File: config.mk
export PLATFORM = sky130hd
export DESIGN_NAME = vga_capture
export DESIGN_NICKNAME = d
export VERILOG_FILES = /design/src/rtl/vga_capture.sv
export SDC_FILE = /design/constraint.sdc
export NUM_CORES = 1
export LEC_CHECK = 0
export BUFFER_PORTS_ARGS = -buffer_cell sky130_fd_sc_hd__buf_2
export CAP_MARGIN = 30
export CORE_MARGIN = 2
export CORE_UTILIZATION = 30
export CTS_BUF_LIST = sky130_fd_sc_hd__clkbuf_4 sky130_fd_sc_hd__clkbuf_8 sky130_fd_sc_hd__clkbuf_16
export DETAILED_ROUTE_END_ITERATION = 8
export SLEW_MARGIN = 10
export SYNTH_ARGS = -nofsm -noshare
export SYNTH_HDL_FRONTEND = slang
export SYNTH_SLANG_ARGS = --single-unit
File: constraint.sdc
create_clock -name clk -period 8.5 [get_ports clk]
set_input_delay 0.85 -clock clk [delete_from_list [all_inputs] [get_ports clk]]
set_output_delay 0.85 -clock clk [all_outputs]
set_load 0.1 [all_outputs]
File: src/rtl/vga_capture.sv
// VGA sink: locks to incoming sync timing, checks it against the configured mode and emits a pixel write stream.
// Defining VGA_CAPTURE_CRC_EN adds a per-frame CRC-16/CCITT output (frame_crc).
module vga_capture #(
    parameter int H_VISIBLE   = 640,
    parameter int H_FRONT     = 16,
    parameter int H_SYNC      = 96,
    parameter int H_BACK      = 48,
    parameter int V_VISIBLE   = 480,
    parameter int V_FRONT     = 10,
    parameter int V_SYNC      = 2,
    parameter int V_BACK      = 33,
    parameter int CLK_PER_PIX = 4,
    parameter int SYNC_POL    = 0,
    parameter int ADDR_W      = 19
) (
    input  logic              clk,
    input  logic              rst,
    input  logic              en,
    input  logic              h_sync,
    input  logic              v_sync,
    input  logic [3:0]        red,
    input  logic [3:0]        green,
    input  logic [3:0]        blue,
    output logic              pix_valid,
    output logic [ADDR_W-1:0] pix_addr,
    output logic [11:0]       pix_data,
    output logic              frame_start,
    output logic              frame_done,
    output logic              locked,
    output logic [2:0]        err,
    input  logic              err_clr,
    output logic [15:0]       frame_cnt
`ifdef VGA_CAPTURE_CRC_EN
    ,
    output logic [15:0]       frame_crc
`endif
);

    localparam int H_TOTAL = H_VISIBLE + H_FRONT + H_SYNC + H_BACK;
    localparam int V_TOTAL = V_VISIBLE + V_FRONT + V_SYNC + V_BACK;
    localparam int PH_W    = $clog2(CLK_PER_PIX);
    localparam int HCNT_W  = $clog2(H_TOTAL + 1);
    localparam int VCNT_W  = $clog2(V_TOTAL + 1);
    localparam int HLEN_W  = $clog2(H_TOTAL * CLK_PER_PIX + 1);

    localparam logic              ACT_LVL   = (SYNC_POL != 0);
    localparam logic [PH_W-1:0]   PH_LAST   = PH_W'(CLK_PER_PIX - 1);
    localparam logic [PH_W-1:0]   PH_MID    = PH_W'(CLK_PER_PIX / 2);
    localparam logic [HCNT_W-1:0] H_LAST    = HCNT_W'(H_TOTAL - 1);
    localparam logic [HCNT_W-1:0] H_MAX     = HCNT_W'(H_TOTAL);
    localparam logic [HCNT_W-1:0] H_WIN_LO  = HCNT_W'(H_SYNC + H_BACK);
    localparam logic [HCNT_W-1:0] H_WIN_HI  = HCNT_W'(H_SYNC + H_BACK + H_VISIBLE);
    localparam logic [VCNT_W-1:0] V_LAST    = VCNT_W'(V_TOTAL - 1);
    localparam logic [VCNT_W-1:0] V_MAX     = VCNT_W'(V_TOTAL);
    localparam logic [VCNT_W-1:0] V_WIN_LO  = VCNT_W'(V_SYNC + V_BACK);
    localparam logic [VCNT_W-1:0] V_WIN_HI  = VCNT_W'(V_SYNC + V_BACK + V_VISIBLE);
    localparam logic [VCNT_W-1:0] VS_LINES  = VCNT_W'(V_SYNC);
    localparam logic [HLEN_W-1:0] HS_CLKS   = HLEN_W'(H_SYNC * CLK_PER_PIX);
    localparam logic [HLEN_W-1:0] HLEN_MAX  = HLEN_W'(H_TOTAL * CLK_PER_PIX);
    localparam logic [ADDR_W-1:0] ADDR_LAST = ADDR_W'(H_VISIBLE * V_VISIBLE - 1);

    typedef enum logic [1:0] {
        ST_UNLOCKED = 2'd0,
        ST_H_ALIGN  = 2'd1,
        ST_LOCKED   = 2'd2
    } state_t;

    state_t              state_r, state_nxt_s;
    logic                hs_r, hs_d_r, vs_r, vs_d_r, en_r;
    logic [11:0]         rgb_r, rgb_d_r;
    logic [PH_W-1:0]     ph_r;
    logic [HCNT_W-1:0]   hcnt_r;
    logic [VCNT_W-1:0]   vcnt_r, vlen_r;
    logic [HLEN_W-1:0]   hlen_r;
    logic [ADDR_W-1:0]   addr_cnt_r;
    logic                h_edge_s, h_fall_s, v_edge_s, v_fall_s, line_end_s, in_win_s;
    logic [2:0]          err_det_s;
    logic                err_any_s, frame_start_s, sample_s, locked_s, frame_done_s;

`ifdef VGA_CAPTURE_CRC_EN
    logic [15:0] crc_acc_r;

    function automatic logic [15:0] crc16_px(input logic [15:0] crc, input logic [11:0] px);
        logic [15:0] c;
        logic        fb;
        c = crc;
        for (int i = 11; i >= 0; i--) begin
            fb = c[15] ^ px[i];
            c  = {c[14:0], 1'b0} ^ (fb ? 16'h1021 : 16'h0000);
        end
        return c;
    endfunction
`endif

    // Input capture; syncs reset to their inactive level so release never fakes an edge.
    always_ff @(posedge clk or negedge rst) begin
        if (!rst) begin
            hs_r    <= ~ACT_LVL;
            hs_d_r  <= ~ACT_LVL;
            vs_r    <= ~ACT_LVL;
            vs_d_r  <= ~ACT_LVL;
            en_r    <= 1'b0;
            rgb_r   <= 12'h000;
            rgb_d_r <= 12'h000;
        end else begin
            hs_r    <= h_sync;
            hs_d_r  <= hs_r;
            vs_r    <= v_sync;
            vs_d_r  <= vs_r;
            en_r    <= en;
            rgb_r   <= {red, green, blue};
            rgb_d_r <= rgb_r;
        end
    end

    assign h_edge_s   = (hs_r == ACT_LVL) && (hs_d_r != ACT_LVL);
    assign h_fall_s   = (hs_r != ACT_LVL) && (hs_d_r == ACT_LVL);
    assign v_edge_s   = (vs_r == ACT_LVL) && (vs_d_r != ACT_LVL);
    assign v_fall_s   = (vs_r != ACT_LVL) && (vs_d_r == ACT_LVL);
    assign line_end_s = (hcnt_r == H_LAST) && (ph_r == PH_LAST);
    // Counters trail rgb_r by one clk (edge detect latency), hence sampling rgb_d_r.
    assign in_win_s   = (hcnt_r >= H_WIN_LO) && (hcnt_r < H_WIN_HI) &&
                        (vcnt_r >= V_WIN_LO) && (vcnt_r < V_WIN_HI);

    // Pixel phase, column and line counters; saturate at the total when edges go missing.
    always_ff @(posedge clk or negedge rst) begin
        if (!rst) begin
            ph_r   <= '0;
            hcnt_r <= '0;
            vcnt_r <= '0;
        end else begin
            if (h_edge_s) begin
                ph_r   <= '0;
                hcnt_r <= '0;
            end else if (ph_r == PH_LAST) begin
                ph_r   <= '0;
                hcnt_r <= (hcnt_r != H_MAX) ? hcnt_r + HCNT_W'(1) : hcnt_r;
            end else begin
                ph_r   <= ph_r + PH_W'(1);
            end
            if (v_edge_s) begin
                vcnt_r <= '0;
            end else if (h_edge_s && (vcnt_r != V_MAX)) begin
                vcnt_r <= vcnt_r + VCNT_W'(1);
            end else begin
                vcnt_r <= vcnt_r;
            end
        end
    end

    // Sync pulse widths: h_sync in clks, v_sync in lines.
    always_ff @(posedge clk or negedge rst) begin
        if (!rst) begin
            hlen_r <= '0;
            vlen_r <= '0;
        end else begin
            if (h_edge_s) begin
                hlen_r <= HLEN_W'(1);
            end else if ((hs_r == ACT_LVL) && (hlen_r != HLEN_MAX)) begin
                hlen_r <= hlen_r + HLEN_W'(1);
            end else begin
                hlen_r <= hlen_r;
            end
            if (v_edge_s) begin
                vlen_r <= VCNT_W'(1);
            end else if ((vs_r == ACT_LVL) && h_edge_s && (vlen_r != V_MAX)) begin
                vlen_r <= vlen_r + VCNT_W'(1);
            end else begin
                vlen_r <= vlen_r;
            end
        end
    end

    // Timing checks, only meaningful once locked.
    always_comb begin
        err_det_s = 3'b000;
        if (state_r == ST_LOCKED) begin
            err_det_s[0] = h_edge_s ? ~line_end_s : line_end_s;
            err_det_s[1] = (h_fall_s && (hlen_r != HS_CLKS)) || (v_fall_s && (vlen_r != VS_LINES));
            err_det_s[2] = v_edge_s ? (vcnt_r != V_LAST) : (h_edge_s && (vcnt_r == V_LAST));
        end else begin
            err_det_s = 3'b000;
        end
    end
    assign err_any_s = |err_det_s;

    // FSM state register.
    always_ff @(posedge clk or negedge rst) begin
        if (!rst) begin
            state_r <= ST_UNLOCKED;
        end else begin
            state_r <= state_nxt_s;
        end
    end

    // FSM next state.
    always_comb begin
        state_nxt_s = state_r;
        case (state_r)
            ST_UNLOCKED: state_nxt_s = h_edge_s ? ST_H_ALIGN : ST_UNLOCKED;
            ST_H_ALIGN:  state_nxt_s = v_edge_s ? ST_LOCKED : ST_H_ALIGN;
            ST_LOCKED:   state_nxt_s = err_any_s ? ST_UNLOCKED : ST_LOCKED;
            default:     state_nxt_s = ST_UNLOCKED;
        endcase
        if (!en_r) begin
            state_nxt_s = ST_UNLOCKED;
        end else begin
            state_nxt_s = state_nxt_s;
        end
    end

    // FSM outputs.
    always_comb begin
        frame_start_s = 1'b0;
        sample_s      = 1'b0;
        case (state_r)
            ST_H_ALIGN: frame_start_s = en_r && v_edge_s;
            ST_LOCKED: begin
                frame_start_s = en_r && v_edge_s && !err_any_s;
                sample_s      = en_r && !err_any_s && (ph_r == PH_MID) && in_win_s;
            end
            default: begin
                frame_start_s = 1'b0;
                sample_s      = 1'b0;
            end
        endcase
        locked_s     = (state_nxt_s == ST_LOCKED);
        frame_done_s = pix_valid && (pix_addr == ADDR_LAST) && (state_r == ST_LOCKED);
    end

    // Registered pixel stream, frame markers, sticky errors and frame counter.
    always_ff @(posedge clk or negedge rst) begin
        if (!rst) begin
            pix_valid   <= 1'b0;
            pix_addr    <= '0;
            pix_data    <= 12'h000;
            addr_cnt_r  <= '0;
            frame_start <= 1'b0;
            frame_done  <= 1'b0;
            locked      <= 1'b0;
            err         <= 3'b000;
            frame_cnt   <= 16'd0;
        end else begin
            pix_valid   <= sample_s;
            frame_start <= frame_start_s;
            frame_done  <= frame_done_s;
            locked      <= locked_s;
            err         <= (err_clr ? 3'b000 : err) | err_det_s;
            frame_cnt   <= frame_done_s ? frame_cnt + 16'd1 : frame_cnt;
            if (sample_s) begin
                pix_addr <= addr_cnt_r;
                pix_data <= rgb_d_r;
            end else begin
                pix_addr <= pix_addr;
                pix_data <= pix_data;
            end
            if (frame_start_s) begin
                addr_cnt_r <= '0;
            end else if (sample_s) begin
                addr_cnt_r <= addr_cnt_r + ADDR_W'(1);
            end else begin
                addr_cnt_r <= addr_cnt_r;
            end
        end
    end

`ifdef VGA_CAPTURE_CRC_EN
    // Running frame CRC, published when the frame completes.
    always_ff @(posedge clk or negedge rst) begin
        if (!rst) begin
            crc_acc_r <= 16'h0000;
            frame_crc <= 16'h0000;
        end else begin
            if (frame_start_s) begin
                crc_acc_r <= 16'h0000;
            end else if (sample_s) begin
                crc_acc_r <= crc16_px(crc_acc_r, rgb_d_r);
            end else begin
                crc_acc_r <= crc_acc_r;
            end
            frame_crc <= frame_done_s ? crc_acc_r : frame_crc;
        end
    end
`endif

endmodule
==> metrics.md <==
| Metric | Value |
|---|---|
| Initial antenna violation count | 0 |
| Post-CTS Repair Setup Buffers | 0 |
| Clk Latency, worst-skew pair | 0.43 ns |
| Synth Net Count | 672 |
| Sequential share of power | 46.9% |
| FF-to-FF path depth | 9 |
| Vias in the first global route | 4,696 |
| Worst hold margin | 0.341 ns |
| Total number of H-tree levels | 4 |
| Max-Cap Viols | 0 |
| # resized after CTS | 0 |
| Worst hold path type | reg -> reg |
| 1st-pass router iterations | 4 |
| Root Buffer Master | clkbuf_16 |
| Global route total overflow | 0 |
| Hold path depth | 0 |
| Register area share after synthesis | 56.9% |
| Avg Cell Area, Syn | 10.2 sq um |
| Area Overhead vs Synth | 19.2% |
| Final period util | 40.8% |
| Cell Chain, Critical Path | ha_1, or3b_2, o31ai_1, nand4_2, or3_2, buf_4, inv_2, a21oi_1, nor4_1 |
| Most common cell after layout, fill and taps aside | dfrtp_1 |
| Top FF cell, synth | dfrtp_1 |
| Synth cell types | 60 |
| Gpl congestion | 0.792 |
| CTS tree | built |
| Slew margin rel. | 46.7% |
| Crit-path slowest cell | inv_2 |
| Slew Limit Fails | 0 |
| Io pins | 72 |
| Initial Util | 30.8% |
| Comb power frac | 7.1% |
| Die area | 22,900 sq um |
| Worst clock skew | 0.0121 ns |
| Vias post-DR | 4,733 |
| Synth warnings | 0 |
| Startpoint types | flop |
| Async set or reset register ratio after synthesis | 100% |
| CP required | 8.83 ns |
| Minimum clock period | 3.47 ns |
| Row cnt | 53 |
| Inserted Clock Buffers | 17 |
| ANT cells | 0 |
| Arrival @ worst endpoint | 3.80 ns |
| Sw Pwr | 414 uW |
| Commonest cells after routing, fill and taps aside | 144 x dfrtp_1, 129 x nand2_1, 70 x buf_2 |
| Status | complete, no violations |
| Clock Sinks | 148 |
| Stages on worst setup path | 9 |
| Static Leakage | 0.00381 uW |
| Number of synthesized flops with an enable pin | 0 |
| Fmax achieved | 288 MHz |
| First-pass GRT wire length | 23,500 um |
| Share of layout cells above drive strength 1 | 17.1% |
| Worst-case vdd ir drop | 0.000135 V |
| DRC | 0 |
| Setup TNS | 0 ns |
| Hold Fails Final Rpt | 0 |
| Sw Share | 25.4% |
| Hold buffer count at CTS | 0 |
| Core Footprint | 21,200 sq um |
| Worst setup EP type | flop |
| Final net count | 748 |
| Routed vias/inst | 4.73 |
| DP Wirelength | 9100 um |
| Chip width | 151 um |
| Worst Max-Slew Pin Slew | 0.800 ns |
| Delay-heaviest family, CP | simple AND/OR/NAND/NOR gates |
| Internal power | 1220 uW |
| Pin count of the biggest net entering global routing | 91 |
| Cell area after synthesis | 6520 sq um |
| Final setup violation count | 0 |
| CP Class | reg -> reg |
| Number of synthesized register bits | 148 |
| CP peak stage delay | 0.53 ns |
| Fill cells | 2,073 |
| Die height | 151 um |
| ANT nets after route | 0 |
| Clock transition at path regs | 0.07 ns |
| Clock group share of total power | 46.0% |
| WP buf/inv | 2 |
| Iter 0 DRT Violations | 287 |
| PortBufs | 71 |
| DR WL/cell | 13.7 um |
| Crit Path Max Fanout | 53 |
| Max Root-Sink Buffers | 2 |
| RSZ-0062 raised after global routing | no |
| Final WL | 13,700 um |
| Sequential Area | 3710 sq um |
| Multi-input logic area | 2640 sq um |
| Syn Inst Count | 636 |
| Total global routing track utilization | 13.1% |
| Power density cells | 210 nW/um^2 |
==> final timing paths <==
path                               startpoint                         to  slack [ns]
min in group asynchronous                 rst         rgb_r[6]$_DFF_PN0_        0.49
setup / recovery            ph_r[0]$_DFF_PN0_  addr_cnt_r[8]$_DFFE_PN0P_        5.03
setup reg to reg            ph_r[0]$_DFF_PN0_  addr_cnt_r[8]$_DFFE_PN0P_        5.03
hold reg to reg            rgb_r[5]$_DFF_PN0_       rgb_d_r[5]$_DFF_PN0_        0.34
hold / removal             rgb_r[5]$_DFF_PN0_       rgb_d_r[5]$_DFF_PN0_        0.34
max in group asynchronous                 rst      vlen_r[8]$_DFFE_PN0P_        6.69
==> kinds of logic (layout without fill, tap and decap cells) <==
kind of cell / count (synthesis) / after routing / synth area share (%)
xor gates and xnor gates: 51 / 51 / 6.85
buffers and inverters: 42 / 131 / 2.63
AOI/OAI and AO/OA: 68 / 68 / 6.83
adders and majority gates: 18 / 18 / 3.46
muxes: 4 / 4 / 0.634
and+or+nand+nor: 305 / 305 / 22.7
DFF: 148 / 148 / 56.9
==> cell usage after synthesis (all sizes together), types with 7 or more instances <==
master / n / area share, %
nor3: 7 / 0.54
o21ai: 13 / 1.0
a21oi: 27 / 2.1
xnor2: 23 / 3.1
dfrtp: 144 / 55
nand4: 23 / 2.3
or4: 8 / 0.98
nand2: 129 / 7.4
nand3: 16 / 1.2
ha: 18 / 3.5
inv: 23 / 1.3
and3: 17 / 1.6
nor2: 59 / 3.4
xor2: 28 / 3.8
o31ai: 8 / 0.92
or3: 9 / 0.86
clkbuf: 11 / 0.63
buf: 8 / 0.67
nor4: 7 / 0.67
==> per-stage QoR <==
step	setup slack, ns	utilization [%]	instances	power [uW]	instance area (sq um)
floorplan	5.77	-	636	849	6520
global placement	5.09	33.9	968	890	7180
detailed placement	5.01	33.9	968	896	7180
CTS	5.00	36.7	1000	1660	7770
global route	4.73	36.7	1000	1710	7770
finish	5.03	36.7	1000	1630	7770
==> layer usage <==
layer	vias to the layer above	global-route usage, %	routed length [um]
met5	-	0	0
met4	0	5.05	171
met3	13	3.55	585
met2	80	20.6	6470
met1	2306	17.2	6430
li1	2334	-	-
==> sequential cells by signal, indices dropped and copies added (netlist names), 2 cells and up <==
register / count
addr_cnt_r: 19
vcnt_r: 10
ph_r: 2
state_r: 2
rgb_d_r: 12
pix_addr: 19
vlen_r: 10
frame_cnt: 16
hcnt_r: 10
rgb_r: 12
hlen_r: 12
err: 3
pix_data: 12
==> power by group through the flow <==
stage | clock, uW | sequential [uW] | combinational, uW
floorplan | 0 | 773 | 75.8
global placement | 0 | 777 | 113
detailed placement | 0 | 779 | 117
CTS | 771 | 766 | 118
global route | 807 | 771 | 135
finish | 751 | 766 | 115
==> area by class of cell <==
type,instances,share of cell area (%)
flip-flops and latches,148,47.8
multi-input cells,446,34.0
clock buffers,21,6.11
repair buffers,76,5.14
well taps,275,4.43
clock inverters,11,1.48
inverters,23,1.11
(Power assumes the default switching activity.)
